===== src/rtl/lsq_serial_mem.sv =====
// lsq_serial_mem: in-order load/store queue feeding a byte-serial RAM/IO port.
module lsq_serial_mem #(
  parameter int          LSB_SIZE  = 8,
  parameter int          LSB_WIDTH = 3,
  parameter int          ROB_WIDTH = 4,
  parameter int          SLACK     = 3,
  parameter logic [31:0] IO_BASE   = 32'h30000
) (
  input  logic                 clk_in,
  input  logic                 rst_in,
  input  logic                 rdy_in,
  input  logic                 clear,
  input  logic                 alloc_valid,
  input  logic [ROB_WIDTH-1:0] alloc_tag,
  input  logic                 rs_valid,
  input  logic [2:0]           rs_op,
  input  logic [ROB_WIDTH-1:0] rs_tag,
  input  logic [31:0]          rs_addr,
  input  logic [31:0]          rs_wdata,
  input  logic                 commit_valid,
  input  logic [ROB_WIDTH-1:0] commit_tag,
  input  logic [7:0]           mem_din,
  output logic [7:0]           mem_dout,
  output logic [31:0]          mem_a,
  output logic                 mem_wr,
  output logic                 alloc_ok,
  output logic                 wb_valid,
  output logic [ROB_WIDTH-1:0] wb_tag,
  output logic [31:0]          wb_data
);
  localparam int CW = LSB_WIDTH + 1;
  typedef enum logic [1:0] {IDLE, LOAD, STORE} state_t;
  state_t r_state, w_state_next;
  logic [LSB_SIZE-1:0]  r_valid, r_ready, r_commit, w_keep_mask;
  logic [ROB_WIDTH-1:0] r_tag [LSB_SIZE];
  logic [2:0]           r_op [LSB_SIZE];
  logic [31:0]          r_addr [LSB_SIZE];
  logic [31:0]          r_wdata [LSB_SIZE];
  logic [LSB_WIDTH-1:0] r_head, r_tail;
  logic [CW-1:0]        r_count, w_keep, w_count_next;
  logic [2:0]           r_k, w_n, w_op;
  logic [23:0]          r_data;
  logic [31:0]          w_raw, w_ld;
  logic w_is_load, w_start, w_ld_done, w_st_done, w_retire, w_alloc;
  assign w_op      = r_op[r_head];
  assign w_is_load = w_op < 3'd5;
  assign w_n       = (w_op == 3'd0 || w_op == 3'd1 || w_op == 3'd5) ? 3'd1 :
                     (w_op == 3'd2 || w_op == 3'd3 || w_op == 3'd6) ? 3'd2 : 3'd4;
  // Speculative only for plain-RAM loads; stores and IO loads wait for commit.
  assign w_start   = r_state == IDLE && !clear && r_valid[r_head] && r_ready[r_head] &&
                     (r_commit[r_head] || (w_is_load && r_addr[r_head] < IO_BASE));
  assign w_ld_done = r_state == LOAD && r_k == w_n;
  assign w_st_done = r_state == STORE && r_k == w_n - 3'd1;
  assign w_retire  = w_st_done || (w_ld_done && !clear);
  assign w_alloc   = alloc_valid && !clear && r_count != CW'(LSB_SIZE);
  // Bytes shift in from the top, so the last byte comes straight from mem_din.
  assign w_raw = {mem_din, r_data} >> {3'd4 - w_n, 3'b000};
  assign w_ld  = w_op[2] ? w_raw :
                 w_op[1] ? {{16{w_raw[15] & ~w_op[0]}}, w_raw[15:0]} :
                           {{24{w_raw[7] & ~w_op[0]}}, w_raw[7:0]};
  assign w_count_next = clear ? w_keep - CW'(w_retire) : r_count + CW'(w_alloc) - CW'(w_retire);
  // Committed run starting at head survives a clear.
  always_comb begin : scan
    logic                 run;
    logic [LSB_WIDTH-1:0] idx;
    run = 1'b1;
    idx = '0;
    w_keep = '0;
    w_keep_mask = '0;
    for (int i = 0; i < LSB_SIZE; i++) begin
      idx = r_head + LSB_WIDTH'(i);
      run = run & r_valid[idx] & r_commit[idx];
      w_keep_mask[idx] = run;
      w_keep = w_keep + CW'(run);
    end
  end
  always_comb begin
    w_state_next = r_state;
    if (w_start) w_state_next = w_is_load ? LOAD : STORE;
    else if ((r_state == LOAD && clear) || w_ld_done || w_st_done) w_state_next = IDLE;
  end
  always_ff @(posedge clk_in) begin
    if (rst_in) r_state <= IDLE;
    else if (rdy_in) r_state <= w_state_next;
  end
  always_ff @(posedge clk_in) begin
    if (rst_in) begin
      r_head   <= '0;
      r_tail   <= '0;
      r_count  <= '0;
      r_valid  <= '0;
      r_ready  <= '0;
      r_commit <= '0;
      r_k      <= '0;
      r_data   <= '0;
      mem_a    <= '0;
      mem_dout <= '0;
      mem_wr   <= 1'b0;
      wb_valid <= 1'b0;
      wb_tag   <= '0;
      wb_data  <= '0;
      alloc_ok <= 1'b1;
    end else if (rdy_in) begin
      r_count  <= w_count_next;
      alloc_ok <= CW'(LSB_SIZE) - w_count_next > CW'(SLACK);
      mem_wr   <= w_state_next == STORE;
      wb_valid <= w_ld_done && !clear;
      r_k      <= w_start ? 3'd0 : r_k + 3'd1;
      if (w_start) begin
        mem_a    <= r_addr[r_head];
        mem_dout <= r_wdata[r_head][7:0];
      end else if (r_state != IDLE && r_k < w_n - 3'd1) begin
        mem_a    <= mem_a + 32'd1;
        mem_dout <= 8'(r_wdata[r_head] >> {r_k + 3'd1, 3'b000});
      end
      if (r_state == LOAD && r_k != 3'd0) r_data <= {mem_din, r_data[23:8]};
      if (w_ld_done) begin
        wb_tag  <= r_tag[r_head];
        wb_data <= w_ld;
      end
      if (clear) begin
        r_valid <= r_valid & w_keep_mask;
        r_tail  <= r_head + w_keep[LSB_WIDTH-1:0];
      end else begin
        for (int i = 0; i < LSB_SIZE; i++) begin
          if (rs_valid && r_valid[i] && r_tag[i] == rs_tag) begin
            r_ready[i] <= 1'b1;
            r_op[i]    <= rs_op;
            r_addr[i]  <= rs_addr;
            r_wdata[i] <= rs_wdata;
          end
          if (commit_valid && r_valid[i] && r_tag[i] == commit_tag) r_commit[i] <= 1'b1;
        end
        if (w_alloc) begin
          r_valid[r_tail]  <= 1'b1;
          r_ready[r_tail]  <= 1'b0;
          r_commit[r_tail] <= 1'b0;
          r_tag[r_tail]    <= alloc_tag;
          r_tail           <= r_tail + LSB_WIDTH'(1);
        end
      end
      if (w_retire) begin
        r_valid[r_head] <= 1'b0;
        r_head          <= r_head + LSB_WIDTH'(1);
      end
    end
  end
endmodule


===== config.mk =====
export PLATFORM = sky130hd
export DESIGN_NAME = lsq_serial_mem
export DESIGN_NICKNAME = d
export VERILOG_FILES = /design/src/rtl/lsq_serial_mem.sv
export SDC_FILE = /design/constraint.sdc
export NUM_CORES = 1
export LEC_CHECK = 0
export ABC_CLOCK_PERIOD_IN_PS = 10800
export BUFFER_PORTS_ARGS = -buffer_cell sky130_fd_sc_hd__buf_2
export CAP_MARGIN = 20
export CORE_UTILIZATION = 45
export CTS_CLUSTER_SIZE = 14
export DETAILED_ROUTE_END_ITERATION = 8
export SLEW_MARGIN = 20
export SYNTH_ARGS = -nofsm -noshare
export SYNTH_HDL_FRONTEND = slang
export SYNTH_SLANG_ARGS = --single-unit

===== constraint.sdc =====
create_clock -name clk_in -period 10.8 [get_ports clk_in]
set_clock_uncertainty 0.05 [all_clocks]
set_input_delay 1.08 -clock clk_in [delete_from_list [all_inputs] [get_ports clk_in]]
set_output_delay 1.08 -clock clk_in [all_outputs]
set_load 0.01 [all_outputs]

## After elaboration in Yosys (flattened, before gate mapping)

Memory sizes are Yosys's and may differ from the RTL's. A register that Yosys moved wholly into a read port is not among the register bits.
Index checks and enable logic that the tools add are counted.

| cells by class | value |
|---|---|
| shift operators | 2 |
| $lt $le $gt $ge | 22 |
| reduce and logical (&&, ||, !) cells | 75 |
| mux-type cells | 196 |
| eq/ne operators | 27 |
| add/sub/neg operators | 24 |
| bitwise logic cells | 27 |

Operators by type and width:

| cell | number |
|---|---|
| 1-bit 2-to-1 mux | 135 |
| 32-bit 2-to-1 mux | 4 |
| 8-bit 2-to-1 mux | 9 |
| 4-bit == test | 16 |
| 8-bit bitwise mux | 7 |
| 1-bit logical AND | 54 |
| 1-bit binary-select mux with 3-bit select | 17 |
| 8-bit bitwise AND | 5 |
| 3-bit by 4-bit < comparator with 1-bit output (second input constant) | 9 |
| 3-bit 2-to-1 mux | 11 |
| 32-bit by 1-bit adder with 32-bit output (second input constant) | 1 |
| 32-bit by 18-bit < comparator with 1-bit output (second input constant) | 1 |
| 32-bit by 6-bit >> shifter with 32-bit output | 1 |
| 32-bit by 6-bit >> shifter with 8-bit output | 1 |
| 1-bit demux with 3-bit select | 9 |
| 3-bit by 1-bit greater-or-equal comparator with 1-bit output (second input constant) | 9 |
| 4-bit by 1-bit adder with 4-bit output | 5 |
| 1-bit bitwise AND | 17 |
| 8-bit inverter | 2 |
| 3-bit adder (second input constant) | 4 |
| 2-bit AND reduction | 6 |
| 3-bit by 1-bit adder with 3-bit output (second input constant) | 3 |
| 1-bit logical OR | 8 |
| 8-bit bitwise OR | 1 |
| 27 further kinds | 38 |

| storage, ports and cells | value |
|---|---|
| output and inout port bits | 79 |
| register bits after elaboration | 138 |
| logic and storage cells | 392 |
| bits in writable memories | 568 |
| memories kept | 4 |
| input port bits | 94 |

Memories:

| memory | depth | bits a word | read ports | clocked after Yosys merged registers in | wr ports | RTL line | text |
|---|---|---|---|---|---|---|---|
| r_addr | 8 | 32 | 1 | 1 | 8 | 37 | `logic [31:0] r_addr [LSB_SIZE];` |
| r_wdata | 8 | 32 | 1 | 1 | 8 | 38 | `logic [31:0] r_wdata [LSB_SIZE];` |
| r_tag | 8 | 4 | 9 | 1 | 1 | 35 | `logic [ROB_WIDTH-1:0] r_tag [LSB_SIZE];` |
| r_op | 8 | 3 | 1 | 1 | 8 | 36 | `logic [2:0] r_op [LSB_SIZE];` |

## Logic depth before layout (Yosys ltp)

| depth | value |
|---|---|
| depth after elaboration | 24 |
| depth in mapped cells | 27 |
| depth with buffers taken out | 22 |

## Worst setup path after synthesis

OpenSTA, ideal clock, no wires.

| timing path | value |
|---|---|
| kind | input port to flip-flop |
| start point | input rs_tag[1] |
| end point | memory r_addr[6][0], enable pin |
| stages | 4 |
| library setup time | 0.657 ns |
| arrival | 8.227 ns |
| buffers on the path | 1 |
| required time | 10.093 ns |
| slack | 1.865 ns |
| cells stage by stage | clkbuf_1 inv_1 a221o_1 nor4_1 |

RTL lines:

| what | RTL line | text |
|---|---|---|
| start: declaration | 17 | `input logic [ROB_WIDTH-1:0] rs_tag,` |
| end: declaration | 37 |  |

## Worst setup path after layout

| timing path | value |
|---|---|
| start point | register r_head[0] |
| end point | register alloc_ok |

| on the way | value |
|---|---|
| word-level cells in the longest chain between the ends | 22 |
| elaborated cells between the ends (all ways) | 65 |
| those cells by class | add/sub: 16; order compare: 1; mux: 33; bitwise: 15 |

RTL lines:

| what | RTL line | text |
|---|---|---|
| start: declaration | 39 | `logic [LSB_WIDTH-1:0] r_head, r_tail;` |
| start signal: assignment | 144 | `r_head <= r_head + LSB_WIDTH'(1);` |
| parallel branches: the longest is 17 deep, another holds 3-bit by 1-bit adder with 4-bit output | - |  |
| 4-bit by 1-bit adder with 4-bit output (*) | 74 | `w_keep = w_keep + CW'(run);` |
| 4-bit by 1-bit subtractor with 4-bit output (*) | 61 | `assign w_count_next = clear ? w_keep - CW'(w_retire) : r_count + CW'(w_alloc) - CW'(w_retire);` |
| 4-bit 2-to-1 mux (*) | 61 |  |
| 4-bit subtractor (*) | 105 | `alloc_ok <= CW'(LSB_SIZE) - w_count_next > CW'(SLACK);` |
| 4-bit by 2-bit greater-than comparator with 1-bit output (*) | 105 |  |
| end signal: assignment | 105 |  |
| end: declaration | 26 | `output logic alloc_ok,` |

Mark *: on every way between the ends. The select of a mux whose other input is x is not followed.
A chain may end at the register's enable or synchronous reset.

==> qor.txt <==
Yosys warns = 0
Worst hold path class = reg2reg
Hpwl dp = 49.51 mm
Placed cell area = 32520 um2
Latest clock arrival within the worst-skew pair = 0.63 ns
Die Footprint = 69610 um2
Instance count on the critical path = 22
Final Net Count = 2379
Reg2reg setup slack = 3.01 ns
Area of the core = 67510 um2
Critical path class = reg2reg
Initial Utilization = 0.4569
Net switching power = 1.180 mW
Largest net degree at the start of global routing = 72
Int Pwr = 4.530 mW
Clock power share = 0.460
Flop pwr share = 0.519
Critical Path RT = 11.26 ns
GR Overflow Total = 0
Mapped Nets = 2234
Synth async-reset ratio = 0
Row cnt = 95
Yosys top cell area share = 0.5529
Routed vias/inst = 5.938
Die Wd = 263.8 um
Leakage = 11.21 nW
Synth-to-Final Area Change = 13.64%
Final setup fails = 0
CTS tree = built
Max transition margin = 0.2678
Critical path's largest stage delay = 0.82 ns
Post-DRT Antenna Nets = 0
FF+latch count, synth = 713
Netlist cell types = 72
Post-synthesis cell area = 30850 um2
Slowest CP cell = ha_1
Most common cell on crit path = fa_1
Avg Cell Area, Syn = 14.61 um2
Num Clock Sinks = 713
Tcrit/Tclk final = 0.7212
Worst R2R Start = r_head[0]
CP Buf/Inv Count = 4
All-Layer GR Usage = 0.2273
Reg-to-reg endpoint = alloc_ok
Largest area contributor in the synthesized netlist = edfxtp_1
CTS clk-pin slew, worst paths = 0.06 ns
Hold Vio Cnt, Final = 0
Post-CTS Setup Inserts = 0
Chip height = 263.8 um
CP max FO = 50
Ant diodes = 0
Final WS setup = 3.011 ns
Fraction of final layout cells sized beyond drive strength 1 = 0.2240
RSZ-0062 raised after global routing = false
Crit path to = alloc_ok
Vias in the first global route = 18810
Crit path max-delay family = adder cells
Min cycle time layout = 7.789 ns
# IOs = 173
Top_reg_cell synth = edfxtp_1
Least-Margin Pin Slew = 1.098 ns
R2r worst-path depth = 22
CTS HTree Levels = 3
Fin Setup TNS = 0 ns
Post-Place Worst Slack = 3.096 ns
DR vias = 18940
Critical Path Source Type = register
# resized after CTS = 0
Total wire length = 79.01 mm
Crit end category = register
Final slew viol count = 0
Logic gate share of total power = 0.021
Worst-path cell chain = buf_4, inv_1, ha_1, inv_1, o2111ai_1, and4_1, nand3_1, nor3_2, and2_1, fa_1, fa_1, fa_1, ha_1, fa_1, inv_1, ha_1, xor2_1, a21oi_1, nand2_1, o22ai_1, a21oi_1, or2_2
Post-synth EDFFs = 568
Initial antenna violation count = 9
Clock root buffer = clkbuf_16
Hold WS = 0.4022 ns
Residual DRC count = 0
Pwr per Cell Area = 162.9 nW/um2
Synth area leaders = edfxtp_1 (55%), mux4_2 (12%), dfxtp_1 (9.4%), nand2_1 (2.3%), nor2_1 (1.9%)
Sw Share = 0.2067
Crit. Startpoint = r_head[0]
Initial DRC Count = 1712
# Max-Cap Violations = 0
Sequential fraction of the synthesis area = 0.6470
Status = finished, final reports clean
CTS Buf Count = 75
Hold_buf cts = 0
First-pass GRT wire length = 118.8 mm
Cell count after synthesis = 2111
Max Fclk = 128.4 MHz
Worst-case vdd ir drop = 167.9 uV
Post-DR wirelength/cell = 24.77 um
Clock tree buffer depth = 3
CP Data Arrival Time = 8.24 ns
IO buf count = 172
Final Cell Area = 35060 um2
Routability congestion estimate = 0.8847
Iteration count of the initial detailed-routing pass = 7
[synth_stat cells (all sizes together) (8+ instances only)]
library cell,n
a211o,9
xnor2,24
nor4,26
o21ai,66
nand2,186
ha,23
nand2b,11
edfxtp,568
a21oi,98
a311oi,21
a22oi,21
inv,30
nor2b,15
nor3,54
mux2,12
clkbuf,70
and3,13
nand3b,8
mux2i,54
xor2,51
o22ai,11
a31oi,24
a211oi,26
nand3,48
mux4,161
buf,66
nor2,157
nand4,14
o211ai,21
dfxtp,145
[kinds of logic (layout without fill, tap and decap cells)]
group | Yosys count | in the layout | synth area share
compound gates | 342 | 342 | 0.07268
xor+xnor | 75 | 75 | 0.02129
fa+ha+maj | 29 | 29 | 0.01322
buf+inv | 168 | 374 | 0.02368
flops | 713 | 713 | 0.6470
mux | 227 | 227 | 0.1400
simple gates | 557 | 557 | 0.08221
[final cells by class]
| class | instances | area (um2) |
|---|---|---|
| Fill cell | 5576 | 32450 |
| Sequential cell | 713 | 19970 |
| Multi-Input combinational cell | 1230 | 10230 |
| Clock buffer | 97 | 2019 |
| Timing Repair Buffer | 204 | 1107 |
| Tap cell | 873 | 1092 |
| Clock inverter | 41 | 523.0 |
| Inverter | 32 | 120.1 |
[state kept, by name, indices dropped and copies added (netlist names), 2 cells and up, named ones only]
signal and count:
r_k 3, r_valid 8, r_op 24, r_tail 3, r_state 2, r_head 3
mem_a 32, r_commit 8, r_data 24, r_wdata 256, wb_tag 4, r_tag 32
wb_data 32, mem_dout 8, r_count 4, r_addr 256, r_ready 8
[metrics by stage]
stage / power (mW) / utilization / cells
2_1_floorplan: 3.080 / - / 2111
3_3_place_gp: 3.140 / 0.4816 / 3052
3_5_place_dp: 3.144 / 0.4816 / 3052
4_1_cts: 5.758 / 0.5193 / 3190
5_1_grt: 5.871 / 0.5193 / 3190
6_report: 5.710 / 0.5193 / 3190
[worst min-delay path, stage by stage, from the launching register on]
cell	delay (ns)
dfxtp_1	0.31
nand2_1	0.05
a21oi_1	0.05
[layout by cell type, fill, tap and decap left out, drive strengths merged, types with 7 or more instances in the layout]
cell type / instances
o2111ai: 7
nor4: 26
clkbuf: 97
nand3: 48
nor3: 54
nor2b: 15
inv: 31
clkinv: 31
o21ai: 66
edfxtp: 568
nand3b: 8
and2: 7
o22ai: 11
buf: 204
a22oi: 21
a211o: 9
nand4: 14
a21oi: 98
xnor2: 24
dfxtp: 145
and3: 13
ha: 23
nand2b: 11
nor2: 157
a31oi: 24
bufinv: 8
mux2: 12
a311oi: 21
o211ai: 21
xor2: 51
nand2: 186
a211oi: 26
mux2i: 54
mux4: 161
[power by group through the flow]
stage          clock, mW  combinational (mW)  sequential (mW)
4_1_cts             2.67               0.121             2.96
3_3_place_gp           0               0.116             3.02
2_1_floorplan          0              0.0568             3.02
3_5_place_dp           0               0.120             3.02
6_report            2.62               0.121             2.97
5_1_grt             2.77               0.132             2.96
[per-layer routing]
layer	wire length, um	vias to the layer above	GRT usage
met5	71	-	0
met2	38000	617	0.3705
met3	5793	141	0.05928
li1	-	8526	-
met1	33020	9645	0.2997
met4	2128	12	0.06788
[how the worst min path moves through the flow]
stage | from | endpoint | cells after the start
floorplan | r_data[0] | r_data[0] | 2
global placement | r_data[3] | r_data[3] | 2
detailed placement | r_data[3] | r_data[3] | 2
CTS | r_data[3] | r_data[3] | 2
global route | r_data[0] | r_data[0] | 2
finish | wb_data[3] | wb_data[3] | 2
No activity file was read; power rests on OpenSTA's default activity.
